===== config.mk =====
export PLATFORM = sky130hd
export DESIGN_NAME = layer_line_scanout
export DESIGN_NICKNAME = d
export VERILOG_FILES = /design/src/rtl/layer_line_scanout_pkg.sv /design/src/rtl/scanout_skid_fifo.sv /design/src/rtl/layer_line_scanout.sv
export SDC_FILE = /design/constraint.sdc
export NUM_CORES = 1
export LEC_CHECK = 0
export BUFFER_PORTS_ARGS = -buffer_cell sky130_fd_sc_hd__buf_2
export CORE_MARGIN = 3
export CORE_UTILIZATION = 45
export CTS_BUF_LIST = sky130_fd_sc_hd__clkbuf_8
export CTS_CLUSTER_DIAMETER = 60
export CTS_CLUSTER_SIZE = 25
export DETAILED_ROUTE_END_ITERATION = 6
export PLACE_DENSITY = 0.67
export SYNTH_ARGS = -nofsm -noshare
export SYNTH_HDL_FRONTEND = slang
export SYNTH_SLANG_ARGS = --single-unit

===== constraint.sdc =====
create_clock -name clk -period 4.55 [get_ports clk]
set_input_delay 0.2275 -clock clk [delete_from_list [all_inputs] [get_ports clk]]
set_output_delay 0.2275 -clock clk [all_outputs]
set_load 0.01 [all_outputs]

===== src/rtl/layer_line_scanout_pkg.sv =====
// ============================================================================
// layer_line_scanout_pkg : shared state encoding and line-buffer constants
// Rev 1.0
// ============================================================================
`default_nettype none

package layer_line_scanout_pkg;

  typedef enum logic [1:0] {
    ST_IDLE   = 2'd0,
    ST_ACTIVE = 2'd1,
    ST_DRAIN  = 2'd2
  } scan_state_e;

  localparam int LINEBUF_PIXELS = 768;
  localparam int HSCALE_ONE     = 128;
  localparam int FRAC_BITS      = 7;
  localparam int POS_W          = 10 + FRAC_BITS;

  function automatic logic idx_in_linebuf(input logic [9:0] idx);
    return int'(idx) < LINEBUF_PIXELS;
  endfunction

endpackage

`default_nettype wire


===== src/rtl/scanout_skid_fifo.sv =====
// ============================================================================
// scanout_skid_fifo : 2-entry first-word-fall-through pixel buffer with flush
// Rev 1.0
// ============================================================================
`default_nettype none

module scanout_skid_fifo #(
  parameter int DATA_W = 8
) (
  input  logic              clk,
  input  logic              rst_n,
  input  logic              flush_i,
  input  logic              push_i,
  input  logic [DATA_W-1:0] push_data_i,
  input  logic              pop_i,
  output logic [DATA_W-1:0] data_o,
  output logic              valid_o,
  output logic [1:0]        count_o
);

  logic [DATA_W-1:0] mem_q [2];
  logic              wr_ptr_q;
  logic              rd_ptr_q;
  logic [1:0]        count_q;
  logic              do_pop;

  // The head entry never moves while held, so data_o is stable under stall.
  assign do_pop  = pop_i && (count_q != 2'd0);
  assign data_o  = mem_q[rd_ptr_q];
  assign valid_o = (count_q != 2'd0);
  assign count_o = count_q;

  always_ff @(posedge clk or negedge rst_n) begin
    if (!rst_n) begin
      mem_q[0] <= '0;
      mem_q[1] <= '0;
      wr_ptr_q <= 1'b0;
      rd_ptr_q <= 1'b0;
      count_q  <= 2'd0;
    end else if (flush_i) begin
      wr_ptr_q <= 1'b0;
      rd_ptr_q <= 1'b0;
      count_q  <= 2'd0;
    end else begin
      if (push_i) begin
        mem_q[wr_ptr_q] <= push_data_i;
        wr_ptr_q        <= ~wr_ptr_q;
      end
      if (do_pop) begin
        rd_ptr_q <= ~rd_ptr_q;
      end
      count_q <= count_q + {1'b0, push_i} - {1'b0, do_pop};
    end
  end

endmodule

`default_nettype wire


===== src/rtl/layer_line_scanout.sv =====
// ============================================================================
// layer_line_scanout : scaled horizontal scanout of one line-buffer line
// Optional build macro: SCANOUT_RANGE_CLAMP_EN (zero pixels read past 767)
// Rev 1.0
// ============================================================================
`default_nettype none

module layer_line_scanout
  import layer_line_scanout_pkg::*;
#(
  parameter int OUT_W_MAX = 800
) (
  input  logic       clk,
  input  logic       rst_n,
  input  logic       line_start,
  input  logic [9:0] hstart,
  input  logic [7:0] hscale,
  input  logic [9:0] out_width,
  output logic       active_render_buffer,
  output logic [9:0] composer_rd_idx,
  input  logic [7:0] composer_rd_data,
  output logic [7:0] pix_data,
  output logic       pix_valid,
  input  logic       pix_ready,
  output logic       busy,
  output logic       line_done
);

`ifdef SCANOUT_RANGE_CLAMP_EN
  localparam bit CLAMP_EN = 1'b1;
`else
  localparam bit CLAMP_EN = 1'b0;
`endif

  localparam logic [9:0] WMAX = 10'(OUT_W_MAX);

  scan_state_e      state_q, state_d;
  logic [POS_W-1:0] pos_q, pos_d;
  logic [9:0]       left_q, left_d;
  logic             arb_q;
  logic             inflight_q;
  logic             oob_q;

  logic [9:0]       width_eff;
  logic [1:0]       fifo_count;
  logic [2:0]       occupancy;
  logic             pop;
  logic             push;
  logic             issue;
  logic             last_accept;
  logic             zero_done;
  logic [7:0]       push_data;

  assign width_eff       = (out_width > WMAX) ? WMAX : out_width;
  assign composer_rd_idx = pos_q[POS_W-1:FRAC_BITS];

  // A restart flushes, so nothing is popped or pushed in that cycle.
  assign pop       = pix_valid && pix_ready && !line_start;
  assign push      = inflight_q && !line_start;
  assign occupancy = {2'b00, inflight_q} + {1'b0, fifo_count} - {2'b00, pop};
  assign issue     = (state_q == ST_ACTIVE) && (left_q != 10'd0) &&
                     (occupancy < 3'd2) && !line_start;

  assign last_accept = (state_q == ST_DRAIN) && !inflight_q &&
                       (fifo_count == 2'd1) && pop;
  assign zero_done   = (state_q == ST_ACTIVE) && (left_q == 10'd0) && !line_start;

  assign push_data = (CLAMP_EN && oob_q) ? 8'h00 : composer_rd_data;

  assign active_render_buffer = arb_q;
  assign busy                 = (state_q != ST_IDLE);
  assign line_done            = last_accept || zero_done;

  always_comb begin
    state_d = state_q;
    pos_d   = pos_q;
    left_d  = left_q;
    if (line_start) begin
      state_d = ST_ACTIVE;
      pos_d   = {hstart, {FRAC_BITS{1'b0}}};
      left_d  = width_eff;
    end else begin
      case (state_q)
        ST_ACTIVE: begin
          if (left_q == 10'd0) begin
            state_d = ST_IDLE;
          end else if (issue) begin
            pos_d  = pos_q + {{(POS_W-8){1'b0}}, hscale};
            left_d = left_q - 10'd1;
            if (left_q == 10'd1) begin
              state_d = ST_DRAIN;
            end
          end
        end
        ST_DRAIN: begin
          if (last_accept) begin
            state_d = ST_IDLE;
          end
        end
        default: state_d = ST_IDLE;
      endcase
    end
  end

  always_ff @(posedge clk or negedge rst_n) begin
    if (!rst_n) begin
      state_q    <= ST_IDLE;
      pos_q      <= '0;
      left_q     <= '0;
      arb_q      <= 1'b0;
      inflight_q <= 1'b0;
      oob_q      <= 1'b0;
    end else begin
      state_q    <= state_d;
      pos_q      <= pos_d;
      left_q     <= left_d;
      arb_q      <= arb_q ^ line_start;
      inflight_q <= issue;
      oob_q      <= !idx_in_linebuf(composer_rd_idx);
    end
  end

  scanout_skid_fifo #(
    .DATA_W (8)
  ) u_skid (
    .clk         (clk),
    .rst_n       (rst_n),
    .flush_i     (line_start),
    .push_i      (push),
    .push_data_i (push_data),
    .pop_i       (pop),
    .data_o      (pix_data),
    .valid_o     (pix_valid),
    .count_o     (fifo_count)
  );

endmodule

`default_nettype wire


==> results of run 1 <==
==> report_power, final <==
part           leakage (nW)  internal [mW]  switching, mW  total [mW]
logic                 0.885          0.475          0.592        1.07
clock network        0.0581          0.164          0.153       0.317
registers             0.620          0.625          0.144       0.769
==> cells in the final DEF, fill, tap and decap left out, types with 8 or more instances in the layout <==
cell type,count
ha_1,13
nand2_1,30
a21oi_1,15
buf_2,61
o21ai_0,19
or4_1,8
inv_1,9
nor2_1,21
dfrtp_1,51
xnor2_1,12
mux2_2,24
nor3_1,9
==> synth_stat cells (5+ instances only) <==
library cell  count
nor3_1            9
nand2_1          30
a31oi_1           7
nor2b_1           5
xnor2_1          12
ha_1             13
inv_1             9
o31ai_1           7
a21oi_1          15
dfrtp_1          51
nor2_1           21
or4_1             8
nand3_1           6
nor4_1            6
buf_4            10
mux2_2           24
clkbuf_1          8
xor2_1            6
o21ai_0          19
==> final cells by class <==
class                           instances  share of cell area [%]
Inverter                                9                   0.979
Clock inverter                          3                    1.27
Timing Repair Buffer                   63                    9.29
Sequential cell                        51                    37.0
Multi-Input combinational cell        233                    46.7
Tap cell                               77                    2.79
Clock buffer                            5                    1.99
==> state kept, by name, indices dropped and copies added, names as in the netlist <==
register	flops
u_skid.count_o	2
u_skid.rd_ptr_q	1
pos_q	17
inflight_q	1
active_render_buffer	1
state_q	2
left_q	10
u_skid.wr_ptr_q	1
u_skid.mem_q	16
==> per-stage QoR <==
stage | hold WS [ns] | power [mW] | setup slack, ns | util (%) | instance area [um2]
finish | 0.0197 | 2.15 | 1.07 | 53.4 | 3450
global route | 0.0608 | 2.35 | 0.743 | 53.4 | 3450
CTS | 0.0570 | 2.18 | 1.03 | 53.4 | 3450
detailed placement | 0.391 | 1.85 | 1.06 | 51.7 | 3340
global placement | 0.384 | 1.81 | 1.21 | 51.7 | 3340
floorplan | -0.0681 | 1.59 | 1.42 | - | 3050
==> worst max-delay path: cells and delay by family, from the launching register on <==
kind,cells,cell delay [ns]
simple gates,6,1.97
flops,1,0.46
fa+ha+maj,1,0.40
compound gates,2,0.35
xor+xnor,1,0.22
==> logic make-up (layout without fill, tap and decap cells) <==
group,Yosys count,count (layout),share of synthesized area (%)
DFF,51,51,41.8
adders and majority gates,15,15,6.64
muxes,24,24,8.86
buffers and inverters,31,80,5.37
and+or+nand+nor,111,111,18.9
xor gates and xnor gates,18,18,5.17
AOI/OAI and AO/OA,65,65,13.2
==> how the worst min path moves through the flow <==
stage / from / end / slack, ns / cells after the start
after floorplan: rst_n / active_render_buffer / -0.07 / 0
after global placement: rst_n / pos_q[11] / 0.38 / 2
after detailed placement: rst_n / pos_q[12] / 0.39 / 2
after CTS: rst_n / pos_q[12] / 0.06 / 2
after global routing: rst_n / pos_q[12] / 0.06 / 2
final: rst_n / pos_q[12] / 0.02 / 2
==> metal layers <==
| layer | track usage (%) | up-vias |
|---|---|---|
| met3 | 3.63 | 6 |
| met2 | 29.8 | 57 |
| met5 | 0 | - |
| met4 | 4.40 | 0 |
| li1 | - | 1212 |
| met1 | 23.1 | 1176 |
==> metrics.csv, run 1 <==
metric,value,unit
Die W,88.3,um
post-CTS sizing,0,
Ys Warns,0,
relative slew slack,49.8,%
Synthesized Nets,370,
power density over the cells,624,nW/um2
vias in the first global route,2405,
TritonCTS buffer count,5,
Critical-path top delay cell,or3b_1,
RD Place Congestion,0.786,
DRC viols,0,
multi-input combinational cell area,1610,um2
core area,6460,um2
cts hold-fix bufs,0,
total setup buffers inserted after CTS,0,
clk_skew,0.0111,ns
share of layout cells above drive strength 1,26.6,%
leakage,1.56,nW
"Area growth, synth to finish",13.1,%
# setup viols final,0,
clock root cell,clkbuf_8,
setup TNS,0,ns
CP Max Fanout,16,
non-filler instance count after layout,441,
n_diodes,0,
initial antenna violation count,0,
CTS sink cnt,51,
first-pass iteration count of the detailed router,4,
Fmax,287,MHz
Vias/cell,5.56,
"Largest stage delay, worst path",0.61,ns
HPWL Detailed,4.74,mm
number of instances in the placed design,433,
pin count of the biggest net entering global routing,52,
share of the synthesized area in the top cell type,41.8,%
Hold WC Path Type,input pin to async pin,
Worst Tran Pin Value,0.750,ns
metal2 WL,3.10,mm
RR Startpoint,u_skid.count_o[1],
wire per inst,14.9,um
Max Cap Viol,0,
number of port buffers,61,
Async SR Flop Fraction,100,%
Yosys reg bits,51,
status,finished clean,
Initial Util,47.2,%
Setup crit end kind,register,
distinct cell type count after synthesis,49,
grt ovf,0,
RSZ-0062 raised after global routing,false,
sequential share of the synthesized area,41.8,%
max-slew violation count,0,
DR top layer,met4,
flop-to-flop setup slack,1.07,ns
fin nets,418,
worst vdd ir,0.316,mV
"Data arrival, critical path",3.71,ns
R2R cell count,10,
routed wire length,6.58,mm
Synth Instances,315,
RR Endpoint,pos_q[16],
Worst-path clk slew,0.10,ns
Synth area leader,dfrtp_1,
CTS tree,done,
Mean Syn Cell Area,9.68,um2
Tot GR Track Use,17.6,%
Die Area,7800,um2
Critical Path Start,u_skid.count_o[1],
fin crit share,76.5,%
FF+latch area,1280,um2
final hold vios,0,
first-pass GRT wire length,10.9,mm
DR vias,2451,
CP Launch Type,register,
crit path to,pos_q[16],
htree depth,2,
post-synthesis cell area,3050,um2
Metal-1 WL,3.11,mm
total length of routed met3 wires,308,um
post-layout min period,3.48,ns
Post-synth EDFFs,0,
DRT iter0 DRCs,76,
worst endpoint required time,4.78,ns
crit path kind,register to register,
Site Rows,29,
I/O pin count,62,
Antenna Violating Nets Remaining,0,
"Top FF cell, synth",dfrtp_1,
fillers,622,
CP Cell Sequence,or2_2 -> nand2_1 -> nor3_1 -> o21ai_0 -> fa_1 -> xnor2_1 -> nand3_1 -> or3b_1 -> or4_1 -> a31oi_1,
synth top area cells,"dfrtp_1 42%, mux2_2 8.9%, ha_1 5.3%",
Clock Latency Late Sink,0.30,ns
CTS Buffer Depth,2,
Die H,88.3,um
Power figures use the tool's default switching activity.
==> run 2, diff against run 1 <==
--- a/config.mk
+++ b/config.mk
@@ -12,7 +12,7 @@
 export CTS_CLUSTER_DIAMETER = 60
 export CTS_CLUSTER_SIZE = 25
 export DETAILED_ROUTE_END_ITERATION = 6
-export PLACE_DENSITY = 0.67
+export PLACE_DENSITY = 0.7
 export SYNTH_ARGS = -nofsm -noshare
 export SYNTH_HDL_FRONTEND = slang
 export SYNTH_SLANG_ARGS = --single-unit
==> constraint.sdc (replaced) <==
create_clock -name clk -period 3.1 [get_ports clk]
set_input_delay 0.155 -clock clk [delete_from_list [all_inputs] [get_ports clk]]
set_output_delay 0.155 -clock clk [all_outputs]
set_load 0.01 [all_outputs]
==> run 2 against run 1 <==
  * Maximum frequency rose by 13%
  * First-iteration DRC count rose by 61%
  * Count of clock-buffer cells in the layout did not move
  * Clock skew barely moved
  * Via count rose by 0.37%
  * Non-clock buffer count rose by 9
  * Highest routed layer unchanged
==> metrics.csv, run 2 (synthesis gave the netlist of run 1 again) <==
metric,value,unit
status,finished clean,
max-slew violation count,0,
power density over the cells,956,nW/um2
CTS Buffer Depth,2,
"Area growth, synth to finish",16.5,%
GRT busiest layer,met2,
CP Launch Type,register,
grt ovf,0,
# setup viols final,0,
fin nets,428,
"Power, Total",3.40,mW
Hold WC Path Type,input pin to register,
top flop regs,"pos_q: 17 flops, u_skid.mem_q: 16 flops, left_q: 10 flops",
post-layout min period,3.07,ns
TritonCTS buffer count,5,
htree depth,2,
RR Endpoint,pos_q[14],
final hold vios,0,
RD Place Congestion,0.808,
WHS,0.0310,ns
DRC viols,0,
worst vdd ir,0.421,mV
non-filler instance count after layout,451,
Tot GR Track Use,18.0,%
number of port buffers,61,
clock root cell,clkbuf_8,
Vias/cell,5.45,
max FFs per register,17,
flop-to-flop setup slack,0.03,ns
worst endpoint required time,3.35,ns
number of instances in the placed design,438,
Antenna Violating Nets Remaining,0,
n_diodes,0,
met1 GRT Util,24.0,%
relative slew slack,39.4,%
met3 usage,3.63,%
most frequent cells in the layout,"61 x buf_2, 51 x dfrtp_1, 29 x nand2_1",
routed wire length,6.74,mm
cell depth of the worst hold path,3,
met2 global-route usage,29.5,%
CTS sink cnt,51,
DRT iter0 DRCs,122,
I/O pin count,62,
"most common cell after layout, fill and taps aside",buf_2,
Reg with most FFs,pos_q,
RR Startpoint,u_skid.count_o[0],
wire per inst,14.9,um
Site Rows,29,
Worst-path clk slew,0.11,ns
DR vias,2460,
Worst Min Path Start,out_width[4],
Max Cap Viol,0,
leakage,1.62,nW
final design utilization,55.0,%
Fmax,326,MHz
Die W,88.3,um
first-pass iteration count of the detailed router,4,
Clock Latency Late Sink,0.32,ns
Die Area,7800,um2
HPWL Detailed,4.77,mm
clk_skew,0.0106,ns
initial antenna violation count,0,
crit path kind,register to register,
core area,6460,um2
"Data arrival, critical path",3.32,ns
setup TNS,0,ns
first-pass GRT wire length,11.1,mm
Initial Util,47.2,%
Setup crit end kind,register,
pin count of the biggest net entering global routing,41,
CTS tree,done,
vias in the first global route,2423,
Die H,88.3,um
CP Max Fanout,6,
fin crit share,99.1,%
share of layout cells above drive strength 1,30.5,%
Worst Hold Path EP,left_q[4],
R2R cell count,11,
Worst Tran Pin Value,0.909,ns
run 2: worst max-delay path, cell delays in order (launching register included):
cell     delay, ns
dfrtp_1       0.42
or2_4         0.27
nand2_4       0.08
nor2_1        0.07
nor2_1        0.19
o21ai_2       0.09
fa_2          0.41
xnor2_2       0.22
nand3_2       0.13
or3b_4        0.46
or4_4         0.49
a31oi_1       0.17
run 2: what timing repair did:
item | in CTS | in global routing
endpoints found under the hold margin | 37 | 0
pin swaps | 0 | 8
cloned | 0 | 1
setup buffers | 0 | 3
setup endpoints to repair | 4 | 6
resized for setup | 1 | 9
hold buffers | 1 | 0
run 2: how the worst max path moves through the flow:
stage | startpoint | cells after the start | end | slack, ns
4_1_cts | u_skid.count_o[0] | 11 | pos_q[16] | 0.02
3_5_place_dp | u_skid.count_o[0] | 11 | pos_q[14] | -0.06
2_1_floorplan | u_skid.count_o[1] | 12 | pos_q[16] | 0.01
5_1_grt | u_skid.count_o[0] | 11 | pos_q[12] | -0.08
3_3_place_gp | u_skid.count_o[0] | 11 | pos_q[16] | 0.04
6_report | u_skid.count_o[0] | 11 | pos_q[14] | 0.03
run 2: per-stage QoR:
stage | instance area, um2 | setup WS [ns]
final | 3550 | 0.0281
after global routing | 3550 | -0.0830
after CTS | 3500 | 0.0205
after detailed placement | 3390 | -0.0610
after global placement | 3390 | 0.0411
after floorplan | 3060 | 0.0118
run 2: metal layers:
metal  routed length (um)  share of wire [%]
met2                 3160                 47
met1                 3230                 48
met4                   84                1.2
met5                    0                  0
met3                  265                3.9
run 2: area by class of cell:
type                       instances  area (um2)
fill                             596        2900
multi-input combinational        234        1660
sequential                        51        1280
timing repair buffer              72         390
tap                               77        96.3
clock buffer                       5        68.8
inverter                           9        33.8
clock inverter                     3        27.5
run 2: power by group:
group / switching [mW] / internal [mW] / leakage [nW] / total (mW)
combinational: 0.947 / 0.899 / 0.951 / 1.85
clock: 0.261 / 0.168 / 0.0467 / 0.429
sequential: 0.208 / 0.916 / 0.620 / 1.12
